--- config.mk ---
export PLATFORM = sky130hd
export DESIGN_NAME = uart_transmit
export DESIGN_NICKNAME = d
export VERILOG_FILES = /design/src/rtl/uart_transmit.sv
export SDC_FILE = /design/constraint.sdc
export NUM_CORES = 1
export LEC_CHECK = 0
export BUFFER_PORTS_ARGS = -buffer_cell sky130_fd_sc_hd__buf_2
export CORE_ASPECT_RATIO = 0.7
export CORE_MARGIN = 1
export CORE_UTILIZATION = 50
export CTS_CLUSTER_DIAMETER = 50
export CTS_CLUSTER_SIZE = 28
export DETAILED_ROUTE_END_ITERATION = 10
export PLACE_DENSITY = 0.69
export SYNTH_ARGS = -nofsm -noshare
export SYNTH_HDL_FRONTEND = slang
export SYNTH_SLANG_ARGS = --single-unit
--- constraint.sdc ---
create_clock -name clock -period 4.4 [get_ports clock]
set_clock_uncertainty 0.15 [all_clocks]
set_input_delay 0.44 -clock clock [delete_from_list [all_inputs] [get_ports clock]]
set_output_delay 0.44 -clock clock [all_outputs]
set_load 0.01 [all_outputs]
--- src/rtl/uart_transmit.sv ---
// rtl/uart_transmit.sv - 8N1 UART transmitter with valid/ready byte intake
// Every output is registered from next-state so tx never glitches.
module uart_transmit #(
  parameter int CLK_FREQ = 4_992_000,
  parameter int BAUD     = 9600
) (
  input  logic       clock,
  input  logic       reset,
  input  logic [7:0] dataIn,
  input  logic       send_valid,
  output logic       send_ready,
  output logic       tx,
  output logic       busy,
  output logic       finished_send
);

  localparam int CLKS_PER_BIT = CLK_FREQ / BAUD;
  localparam int CNT_W        = (CLKS_PER_BIT > 2) ? $clog2(CLKS_PER_BIT) : 1;
  localparam logic [CNT_W-1:0] CNT_MAX = CNT_W'(CLKS_PER_BIT - 1);

  if (CLKS_PER_BIT < 2) begin : g_bad_divider
    $error("uart_transmit: CLK_FREQ / BAUD must be at least 2");
  end

  typedef enum logic [1:0] {
    S_IDLE,
    S_START,
    S_DATA,
    S_STOP
  } state_e;

  state_e           state_q, state_d;
  logic [CNT_W-1:0] cnt_q, cnt_d;
  logic [2:0]       idx_q, idx_d;
  logic [7:0]       shift_q, shift_d;
  logic             tx_q, tx_d;
  logic             ready_q, ready_d;
  logic             busy_q, busy_d;
  logic             fin_q, fin_d;
  logic             bit_done;

  always_ff @(posedge clock) begin
    if (reset) begin
      state_q <= S_IDLE;
      cnt_q   <= '0;
      idx_q   <= '0;
      shift_q <= '0;
      tx_q    <= 1'b1;
      ready_q <= 1'b1;
      busy_q  <= 1'b0;
      fin_q   <= 1'b0;
    end else begin
      state_q <= state_d;
      cnt_q   <= cnt_d;
      idx_q   <= idx_d;
      shift_q <= shift_d;
      tx_q    <= tx_d;
      ready_q <= ready_d;
      busy_q  <= busy_d;
      fin_q   <= fin_d;
    end
  end

  always_comb begin
    state_d  = state_q;
    cnt_d    = cnt_q;
    idx_d    = idx_q;
    shift_d  = shift_q;
    fin_d    = 1'b0;
    bit_done = (cnt_q == CNT_MAX);

    case (state_q)
      S_IDLE: begin
        if (send_valid && ready_q) begin
          shift_d = dataIn;
          cnt_d   = '0;
          state_d = S_START;
        end
      end
      S_START: begin
        if (bit_done) begin
          cnt_d   = '0;
          idx_d   = 3'd0;
          state_d = S_DATA;
        end else begin
          cnt_d = cnt_q + CNT_W'(1);
        end
      end
      S_DATA: begin
        if (bit_done) begin
          cnt_d = '0;
          if (idx_q == 3'd7) begin
            state_d = S_STOP;
          end else begin
            idx_d = idx_q + 3'd1;
          end
        end else begin
          cnt_d = cnt_q + CNT_W'(1);
        end
      end
      S_STOP: begin
        if (bit_done) begin
          cnt_d   = '0;
          state_d = S_IDLE;
          fin_d   = 1'b1;
        end else begin
          cnt_d = cnt_q + CNT_W'(1);
        end
      end
      default: begin
        state_d = S_IDLE;
      end
    endcase

    // Line level follows the state being entered, so it lands on the same edge.
    case (state_d)
      S_START: tx_d = 1'b0;
      S_DATA:  tx_d = shift_d[idx_d];
      default: tx_d = 1'b1;
    endcase

    ready_d = (state_d == S_IDLE);
    busy_d  = (state_d != S_IDLE);
  end

  assign send_ready    = ready_q;
  assign tx            = tx_q;
  assign busy          = busy_q;
  assign finished_send = fin_q;

endmodule

==> results of run 1 <==
==> power groups by stage <==
stage | Clock (uW) | Sequential, uW | Combinational (uW)
floorplan | 0 | 318 | 264
global placement | 0 | 316 | 340
detailed placement | 0 | 319 | 347
CTS | 147 | 313 | 354
global route | 160 | 319 | 399
finish | 143 | 313 | 358
==> worst paths after layout <==
path	start	to	cells past startpoint
worst min-delay path	dataIn[2]	shift_q[2]$_SDFF_PP0_	3
worst max register to register	idx_q[0]$_SDFF_PP0_	tx$_SDFF_PP1_	8
worst min register to register	shift_q[2]$_SDFF_PP0_	shift_q[2]$_SDFF_PP0_	2
worst max-delay path	idx_q[0]$_SDFF_PP0_	tx$_SDFF_PP1_	8
==> flip-flops by register name (all words and copies together), names as in the netlist <==
signal,flops
idx_q,3
finished_send,1
tx,1
shift_q,8
send_ready,1
cnt_q,10
busy,1
state_q,2
==> area by class of cell <==
class | instances | area [sq um] | share of cell area
Multi-Input combinational cell | 125 | 885 | 0.549
Sequential cell | 27 | 541 | 0.335
Timing Repair Buffer | 14 | 70.1 | 0.0435
Tap cell | 36 | 45.0 | 0.0280
Clock buffer | 3 | 41.3 | 0.0256
Inverter | 6 | 22.5 | 0.0140
Clock inverter | 1 | 7.51 | 0.00466
==> stage by stage <==
stage                     hold slack (ns)   util
after global placement              0.290  0.554
after floorplan                     0.282      -
final                               0.261  0.571
after global routing                0.242  0.571
after detailed placement            0.297  0.554
after CTS                           0.250  0.571
==> cell families after synthesis <==
logic type / count (synthesis) / synth area share
and+or+nand+nor: 64 / 0.222
buffers and inverters: 14 / 0.0437
muxes: 4 / 0.0596
adders and majority gates: 7 / 0.0588
DFF: 27 / 0.363
AOI/OAI and AO/OA: 50 / 0.253
==> Yosys cell counts, types with 2 or more instances <==
cell type	count	area, sq um
nor3b_1	2	15.0
nand3_1	3	15.0
and3_2	2	15.0
a21oi_1	16	80.1
inv_1	6	22.5
a211oi_1	2	15.0
a311oi_1	5	43.8
ha_1	7	87.6
nor4_1	2	12.5
nor3_1	3	15.0
o21ai_0	6	30.0
dfxtp_1	27	541
a22oi_1	3	22.5
nor2_1	15	56.3
mux4_1	3	78.8
a22o_1	2	17.5
nand2_1	26	97.6
a31oi_1	4	25.0
clkbuf_1	5	18.8
==> cell usage in the layout, fill, tap and decap left out, types with 3 or more instances in the layout <==
cell type	n
ha_1	7
nand3_1	3
a21oi_1	16
a31oi_1	4
buf_2	14
nor3_1	3
o21ai_0	6
a311oi_1	5
nand2_1	26
nor2_1	15
dfxtp_1	27
clkbuf_8	3
a22oi_1	3
mux4_1	3
inv_1	6
==> worst max-delay path, cell delays in order, from the launching register on <==
cell and delay (ns):
dfxtp_1 0.37, ha_1 0.27, a2111oi_4 0.31, nand3_2 0.14, and3_2 0.25, a211oi_4 0.29
mux4_1 0.38, a2111oi_2 0.32, a32oi_1 0.14
==> layer usage <==
layer	vias up	wire [um]
li1	635	-
met1	602	1570
met2	26	1420
met3	4	146
met4	0	33
met5	-	0
==> metrics, run 1 <==
Setup Viol. Count Final 0; Sw Share 0.412; max-slew violations 0; mapped cell area 1490 sq um; drt pass-1 iters 5; crit start category flip-flop; Rows 16; syn_nets 184; Top Usage Layer GRT met2; IO buf count 14; slew margin rel. 0.650; Pwr Density 505 nW/um^2; PnR worst setup slack 1.66 ns; share of total power in the clock network 0.176; GRT Total Usage 0.214; Max Clk Rate 0.365 GHz; GP Congestion 0.778; full die area 3210 sq um; crit path kind flip-flop to flip-flop; Critical Path RT 4.40 ns; Net Switching 335 uW; # placed instances 208; Period minus WS final 2.74 ns; Cell Int Power 479 uW; GR Layer Usage met1 0.308; post-route ant nets 0; post-synthesis sequential area ratio 0.363; Placed Area 1560 sq um; nature of the critical path endpoint flip-flop; half-perimeter wire length after placement 2320 um; clk slew on worst S/H paths 0.09 ns; Bufs on Longest Clock Path 2; io pins 15; Final TNS setup 0 ns; diode count 0; CTS H-tree lvls 1; Final Hold Viols 0; status completed; leakage 0.000593 uW; max-cap viol count 0; GRT overflow 0; Vias per Instance 5.98; pre-CTS worst setup slack 1.71 ns; syn avg cell area 8.98 sq um; R2R Setup Slk 1.66 ns; Fill cells 256; wire per inst 15.0 um; Critical Path AT 2.74 ns; Yosys warnings 0; antenna violations before repair 0; synthesis-to-finish area growth 8.14%; slew at the pin closest to its max-slew limit 0.523 ns; share of layout cells above drive strength 1 0.182; synth unique cells 46; starting density of the core 0.528; CTS root buf clkbuf_8; Reg power frac 0.385; fin crit share 0.623; M3 GR Usage 0.0595; clk_lat worst skew 0.27 ns; post-synthesis register bit count 27; first-pass GRT wire length 4970 um; WL final 3170 um; crit-path max FO 6; # clock sinks 27; Post-CTS Setup Inserts 0; Final #Nets 195; RSZ-0062 raised after global routing no; Vias 1267; CTS buffer count 3; Post-Syn Instances 166; Async S/R FF share, synth 0; number of remaining DRC errors 0; EDFF count, synth 0; vias in the first global route 1048; Synth Flop Type dfxtp_1; worst hold path class input port to flip-flop; Max VDD drop 0.335 mV; core area 2820 sq um; largest net degree at the start of global routing 27; CTS tree built; Comb pwr share 0.439; met2 GRT Util 0.316; design area 1610 sq um; Final Power 814 uW; # hold bufs at CTS 0; Post-Layout Cell Count 212; number of gates resized after cts 0; initial drt markers 62; Die Y 47.7 um; Die Span X 67.3 um
(Power assumes the default switching activity.)
==> run 2: changes to the inputs <==
PLACE_DENSITY = 0.72   (was 0.69)
clock period = 2.4 ns   (was 4.4 ns; I/O delays follow)
==> metrics, run 2 (same netlist as run 1, synthesis figures left out) <==
fin crit share 1.00 (was 0.623); crit start category flip-flop (unchanged); Post-CTS Setup Inserts 0 (unchanged); CP peak stage delay 0.43 ns (was 0.38 ns); Hold Path Sink shift_q[7]$_SDFF_PP0_ (was shift_q[2]$_SDFF_PP0_); half-perimeter wire length after placement 2680 um (was 2320 um); utilization after layout 0.621 (was 0.571); Post-Layout Cell Count 226 (was 212); area of the multi-input gates 918 sq um (was 885 sq um); Hold Path Stages 3 (unchanged); CP Buf/Inv Count 1 (was 0); CTS buffer count 3 (unchanged); Final TNS setup -0.00408 ns (was 0 ns); drt pass-1 iters 4 (was 5); Max Clk Rate 0.416 GHz (was 0.365 GHz); GRT Total Usage 0.249 (was 0.214); IO buf count 14 (unchanged); FF-to-FF path depth 8 (unchanged); io pins 15 (unchanged); pre-CTS worst setup slack -0.00519 ns (was 1.71 ns); crit path kind flip-flop to flip-flop (unchanged); synthesis-to-finish area growth 17.7% (was 8.14%); RSZ-0062 raised after global routing yes (was no); worst hold path class input port to flip-flop (unchanged); Vias per Instance 6.02 (was 5.98); starting density of the core 0.528 (unchanged); Largest Register cnt_q (unchanged); Hold Startpoint dataIn[7] (was dataIn[2]); max-cap viol count 0 (unchanged); largest net degree at the start of global routing 27 (unchanged); Fill cells 224 (was 256); clk_lat worst skew 0.27 ns (about the same); Critical Path RT 2.41 ns (was 4.40 ns); # placed instances 222 (was 208); vias in the first global route 1177 (was 1048); Period minus WS final 2.40 ns (was 2.74 ns); WL final 3700 um (was 3170 um); max reg flops 10 (unchanged); antenna violations before repair 0 (unchanged); Critical Path AT 2.41 ns (was 2.74 ns); Final #Nets 209 (was 195); diode count 0 (unchanged); slew at the pin closest to its max-slew limit 0.530 ns (was 0.523 ns); wire per inst 16.4 um (was 15.0 um); Rows 16 (unchanged); GP Congestion 0.819 (was 0.778); CTS tree built (unchanged); Vias 1360 (was 1267); full die area 3210 sq um (unchanged); leakage 0.000659 uW (was 0.000593 uW); Max VDD drop 0.752 mV (was 0.335 mV); commonest non-fill, non-tap cell in the layout nand2_1 (was dfxtp_1); Critical-path top delay cell dfxtp_1 (was mux4_1); core area 2820 sq um (unchanged); share of layout cells above drive strength 1 0.268 (was 0.182); Pwr Density 907 nW/um^2 (was 505 nW/um^2); Regs by FF count cnt_q x10, shift_q x8, idx_q x3 (unchanged); Die Span X 67.3 um (unchanged); CTS root buf clkbuf_8 (unchanged); GRT overflow 0 (unchanged); initial drt markers 118 (was 62); clk slew on worst S/H paths 0.09 ns (about the same); PnR worst setup slack -0.00408 ns (was 1.66 ns); post-route ant nets 0 (unchanged); crit-path max FO 5 (was 6); Bufs on Longest Clock Path 2 (unchanged); number of remaining DRC errors 0 (unchanged); nature of the critical path endpoint flip-flop (unchanged); first-pass GRT wire length 5730 um (was 4970 um); most frequent cells in the layout 26 x nand2_1, 25 x dfxtp_1, 16 x a21oi_1, 14 x nor2_1, 14 x buf_2 (was 27 x dfxtp_1, 26 x nand2_1, 16 x a21oi_1, 15 x nor2_1, 14 x buf_2); CP delay by family, top compound AO/OA/AOI/OAI gates (unchanged); slew margin rel. 0.647 (was 0.650); Sequential cell area 543 sq um (was 541 sq um); status complete, but fails checks (was completed); R2R Setup Slk -0.004 ns (was 1.66 ns); Setup Viol. Count Final 1 (was 0); Die Y 47.7 um (unchanged); RR Startpoint state_q[1]$_SDFF_PP0_ (was idx_q[0]$_SDFF_PP0_); # clock sinks 27 (unchanged); CTS H-tree lvls 1 (unchanged); critical path, cell by cell inv_1 -> ha_1 -> nand2_1 -> nor3_4 -> a211oi_4 -> mux4_2 -> a2111oi_4 -> a32oi_1 (was ha_1 -> a2111oi_4 -> nand3_2 -> and3_2 -> a211oi_4 -> mux4_1 -> a2111oi_2 -> a32oi_1); Final Hold Viols 0 (unchanged); reg-to-reg critical path endpoint tx$_SDFF_PP1_ (unchanged); failing checks setup timing; max-slew violations 0 (unchanged)
-- run 2: worst max-delay path by stage --
stage,startpoint,endpoint,slack (ns),depth (start not counted)
global route,idx_q[1]$_SDFF_PP0_,tx$_SDFF_PP1_,-0.14,8
CTS,idx_q[1]$_SDFF_PP0_,tx$_SDFF_PP1_,-0.01,8
detailed placement,idx_q[1]$_SDFF_PP0_,tx$_SDFF_PP1_,-0.005,8
global placement,idx_q[1]$_SDFF_PP0_,tx$_SDFF_PP1_,0.05,8
finish,state_q[1]$_SDFF_PP0_,tx$_SDFF_PP1_,-0.004,8
floorplan,idx_q[1]$_SDFF_PP0_,tx$_SDFF_PP1_,-0.05,8
-- run 2: tightest hold or removal path: stages --
cell	delay, ns
buf_2	0.10
nand2_1	0.05
a21oi_1	0.05
-- run 2: area by class of cell --
class / instances / area share
Multi-Input combinational cell: 125 / 0.524
Sequential cell: 27 / 0.310
Timing Repair Buffer: 28 / 0.102
Tap cell: 36 / 0.0257
Clock buffer: 3 / 0.0235
Inverter: 6 / 0.0128
Clock inverter: 1 / 0.00285
-- run 2: through the flow --
step | hold slack (ns) | power, uW | cell area, sq um
detailed placement | 0.300 | 1290 | 1680
finish | 0.0512 | 1590 | 1750
global route | 0.0615 | 1700 | 1750
global placement | 0.290 | 1260 | 1680
CTS | 0.0510 | 1570 | 1750
floorplan | 0.226 | 1070 | 1500
-- run 2: metal layers --
layer	vias to the layer above	global-route usage	part of all wire
li1	660	-	-
met1	651	0.345	0.44
met2	45	0.390	0.47
met3	4	0.0714	0.091
met4	0	0.0511	0.0054
met5	-	0	0
-- run 2: repair_timing --
item | 4_1_cts | 5_1_grt
hold buffers | 0 | 0
gates resized for setup | 3 | 2
pin swaps | 2 | 2
hold endpoints to repair | 0 | 0
endpoints found under the setup margin | 1 | 2
-- run 2: power breakdown --
group	total (uW)	switching [uW]	internal, uW	leakage, uW
Clock	262	145	116	0.0000255
Sequential	568	45.8	522	0.000221
Combinational	761	472	290	0.000413
==> run 3: changes to the inputs <==
CORE_ASPECT_RATIO = 1.2   (was 0.7)
MAX_ROUTING_LAYER = met4   (was default)
==> metrics, run 3 (same netlist as run 1, synthesis figures left out) <==
Max Clk Rate 0.416 GHz (about the same); Hold Path Stages 3 (unchanged); io pins 15 (unchanged); Placed Area 1690 sq um (was 1680 sq um); Critical Path AT 2.48 ns (was 2.41 ns); antenna violations before repair 0 (unchanged); CTS buffer count 3 (unchanged); CTS root buf clkbuf_4 (was clkbuf_8); max-cap viol count 0 (unchanged); reg-to-reg critical path endpoint tx$_SDFF_PP1_ (unchanged); Pwr Density 844 nW/um^2 (was 907 nW/um^2); Net Switching 636 uW (was 663 uW); starting density of the core 0.530 (was 0.528); WHS 0.0401 ns (was 0.0512 ns); clk slew on worst S/H paths 0.15 ns (was 0.09 ns); share of layout cells above drive strength 1 0.268 (about the same); nature of the critical path endpoint flip-flop (unchanged); full die area 3200 sq um (was 3210 sq um); Max VDD drop 0.614 mV (was 0.752 mV); post-route ant nets 0 (unchanged); PnR worst setup slack -0.00206 ns (was -0.00408 ns); Setup Viol. Count Final 1 (unchanged); GRT Total Usage 0.238 (was 0.249); max-slew violations 0 (unchanged); commonest non-fill, non-tap cell in the layout nand2_1 (unchanged); initial drt markers 29 (was 118); wire per inst 14.7 um (was 16.4 um); leakage 0.000683 uW (was 0.000659 uW); # clock sinks 27 (unchanged); Regs by FF count cnt_q x10, shift_q x8, idx_q x3 (unchanged); CTS tree built (unchanged); clk_lat worst skew 0.33 ns (was 0.27 ns); slew margin rel. 0.655 (was 0.647); crit path kind flip-flop to flip-flop (unchanged); design area 1820 sq um (was 1750 sq um); Cell Int Power 898 uW (was 928 uW); Bufs on Longest Clock Path 2 (unchanged); status complete, but fails checks (unchanged); drt pass-1 iters 4 (unchanged); Rows 21 (was 16); Comb pwr share 0.498 (was 0.479); crit-path max FO 3 (was 5); half-perimeter wire length after placement 2430 um (was 2680 um); diode count 0 (unchanged); fin crit share 1.00 (about the same); Hold Path Sink shift_q[4]$_SDFF_PP0_ (was shift_q[7]$_SDFF_PP0_); FF-to-FF path depth 9 (was 8); largest net degree at the start of global routing 27 (unchanged); number of remaining DRC errors 0 (unchanged); Sw Share 0.414 (was 0.417); max reg flops 10 (unchanged); Die Y 61.8 um (was 47.7 um); first-pass GRT wire length 5420 um (was 5730 um); Die Span X 51.8 um (was 67.3 um); Vias per Instance 5.80 (was 6.02); Post-CTS Setup Inserts 0 (unchanged); Vias 1346 (was 1360); RSZ-0062 raised after global routing yes (unchanged); crit start category flip-flop (unchanged); worst hold path class input port to flip-flop (unchanged); vias in the first global route 1217 (was 1177); CTS H-tree lvls 1 (unchanged); RR Startpoint idx_q[1]$_SDFF_PP0_ (was state_q[1]$_SDFF_PP0_); GRT overflow 0 (unchanged); Reg power frac 0.369 (was 0.357); slew at the pin closest to its max-slew limit 0.516 ns (was 0.530 ns); Period minus WS final 2.40 ns (about the same); failing checks setup timing (unchanged); Critical Path RT 2.48 ns (was 2.41 ns); Final #Nets 217 (was 209); WL final 3400 um (was 3700 um); Largest Register cnt_q (unchanged); Hold Startpoint dataIn[4] (was dataIn[7]); synthesis-to-finish area growth 21.9% (was 17.7%); IO buf count 14 (unchanged); Final Hold Viols 0 (unchanged); R2R Setup Slk -0.002 ns (was -0.004 ns); core area 2810 sq um (was 2820 sq um); share of total power in the clock network 0.133 (was 0.164); GP Congestion 0.871 (was 0.819); most frequent cells in the layout 26 x nand2_1, 24 x dfxtp_1, 16 x a21oi_1, 15 x nor2_1 (was 26 x nand2_1, 25 x dfxtp_1, 16 x a21oi_1, 14 x nor2_1, 14 x buf_2)
-- run 3: through the flow --
stage               instances  setup TNS, ns   util  total power, uW  setup WS, ns
floorplan                 166        -0.0525      -             1070       -0.0525
global placement          221              0  0.600             1270        0.0517
detailed placement        221        -0.0185  0.600             1290       -0.0185
CTS                       232       -0.00852  0.638             1510      -0.00852
global route              232        -0.0813  0.646             1640       -0.0813
finish                    232       -0.00206  0.646             1530      -0.00206
-- run 3: how the worst max path moves through the flow --
stage / startpoint / depth (start not counted) / end
CTS: idx_q[1]$_SDFF_PP0_ / 9 / tx$_SDFF_PP1_
finish: idx_q[1]$_SDFF_PP0_ / 9 / tx$_SDFF_PP1_
floorplan: idx_q[1]$_SDFF_PP0_ / 8 / tx$_SDFF_PP1_
detailed placement: idx_q[1]$_SDFF_PP0_ / 9 / tx$_SDFF_PP1_
global route: idx_q[1]$_SDFF_PP0_ / 9 / tx$_SDFF_PP1_
global placement: idx_q[1]$_SDFF_PP0_ / 8 / tx$_SDFF_PP1_
-- run 3: timing repair --
action / 4_1_cts / 5_1_grt
endpoints found under the setup margin: 1 / 1
hold buffers: 7 / 0
endpoints found under the hold margin: 7 / 0
pin swaps: 3 / 3
resized for setup: 2 / 4
gates cloned: 0 / 0
-- run 3: metal layers --
| metal | wire, um | part of all wire | GRT usage |
|---|---|---|---|
| met5 | 0 | 0 | - |
| met4 | 34 | 0.010 | 0.0811 |
| met2 | 1710 | 0.50 | 0.392 |
| met3 | 81 | 0.024 | 0.0365 |
| met1 | 1570 | 0.46 | 0.298 |
-- run 3: power groups by stage --
stage | Sequential, uW | Combinational [uW] | Clock [uW]
after CTS | 564 | 733 | 213
after detailed placement | 574 | 718 | 0
after global placement | 569 | 698 | 0
after global routing | 576 | 835 | 233
after floorplan | 583 | 487 | 0
final | 566 | 764 | 204
-- run 3: worst max-delay path: stages (launching register included) --
cell and delay [ns]:
dfxtp_2 0.36, ha_4 0.17, a2111oi_4 0.29, nand3_2 0.13
buf_6 0.15, nor3_4 0.22, a211oi_4 0.07, mux4_2 0.33
a2111oi_4 0.29, a32oi_1 0.13
-- run 3: cell type report --
type / count / area (sq um)
well taps: 34 / 42.5
clock buffers: 3 / 22.5
clock inverters: 1 / 7.51
flip-flops and latches: 27 / 544
fillers: 237 / 995
multi-input cells: 125 / 921
repair buffers: 36 / 256
inverters: 6 / 22.5
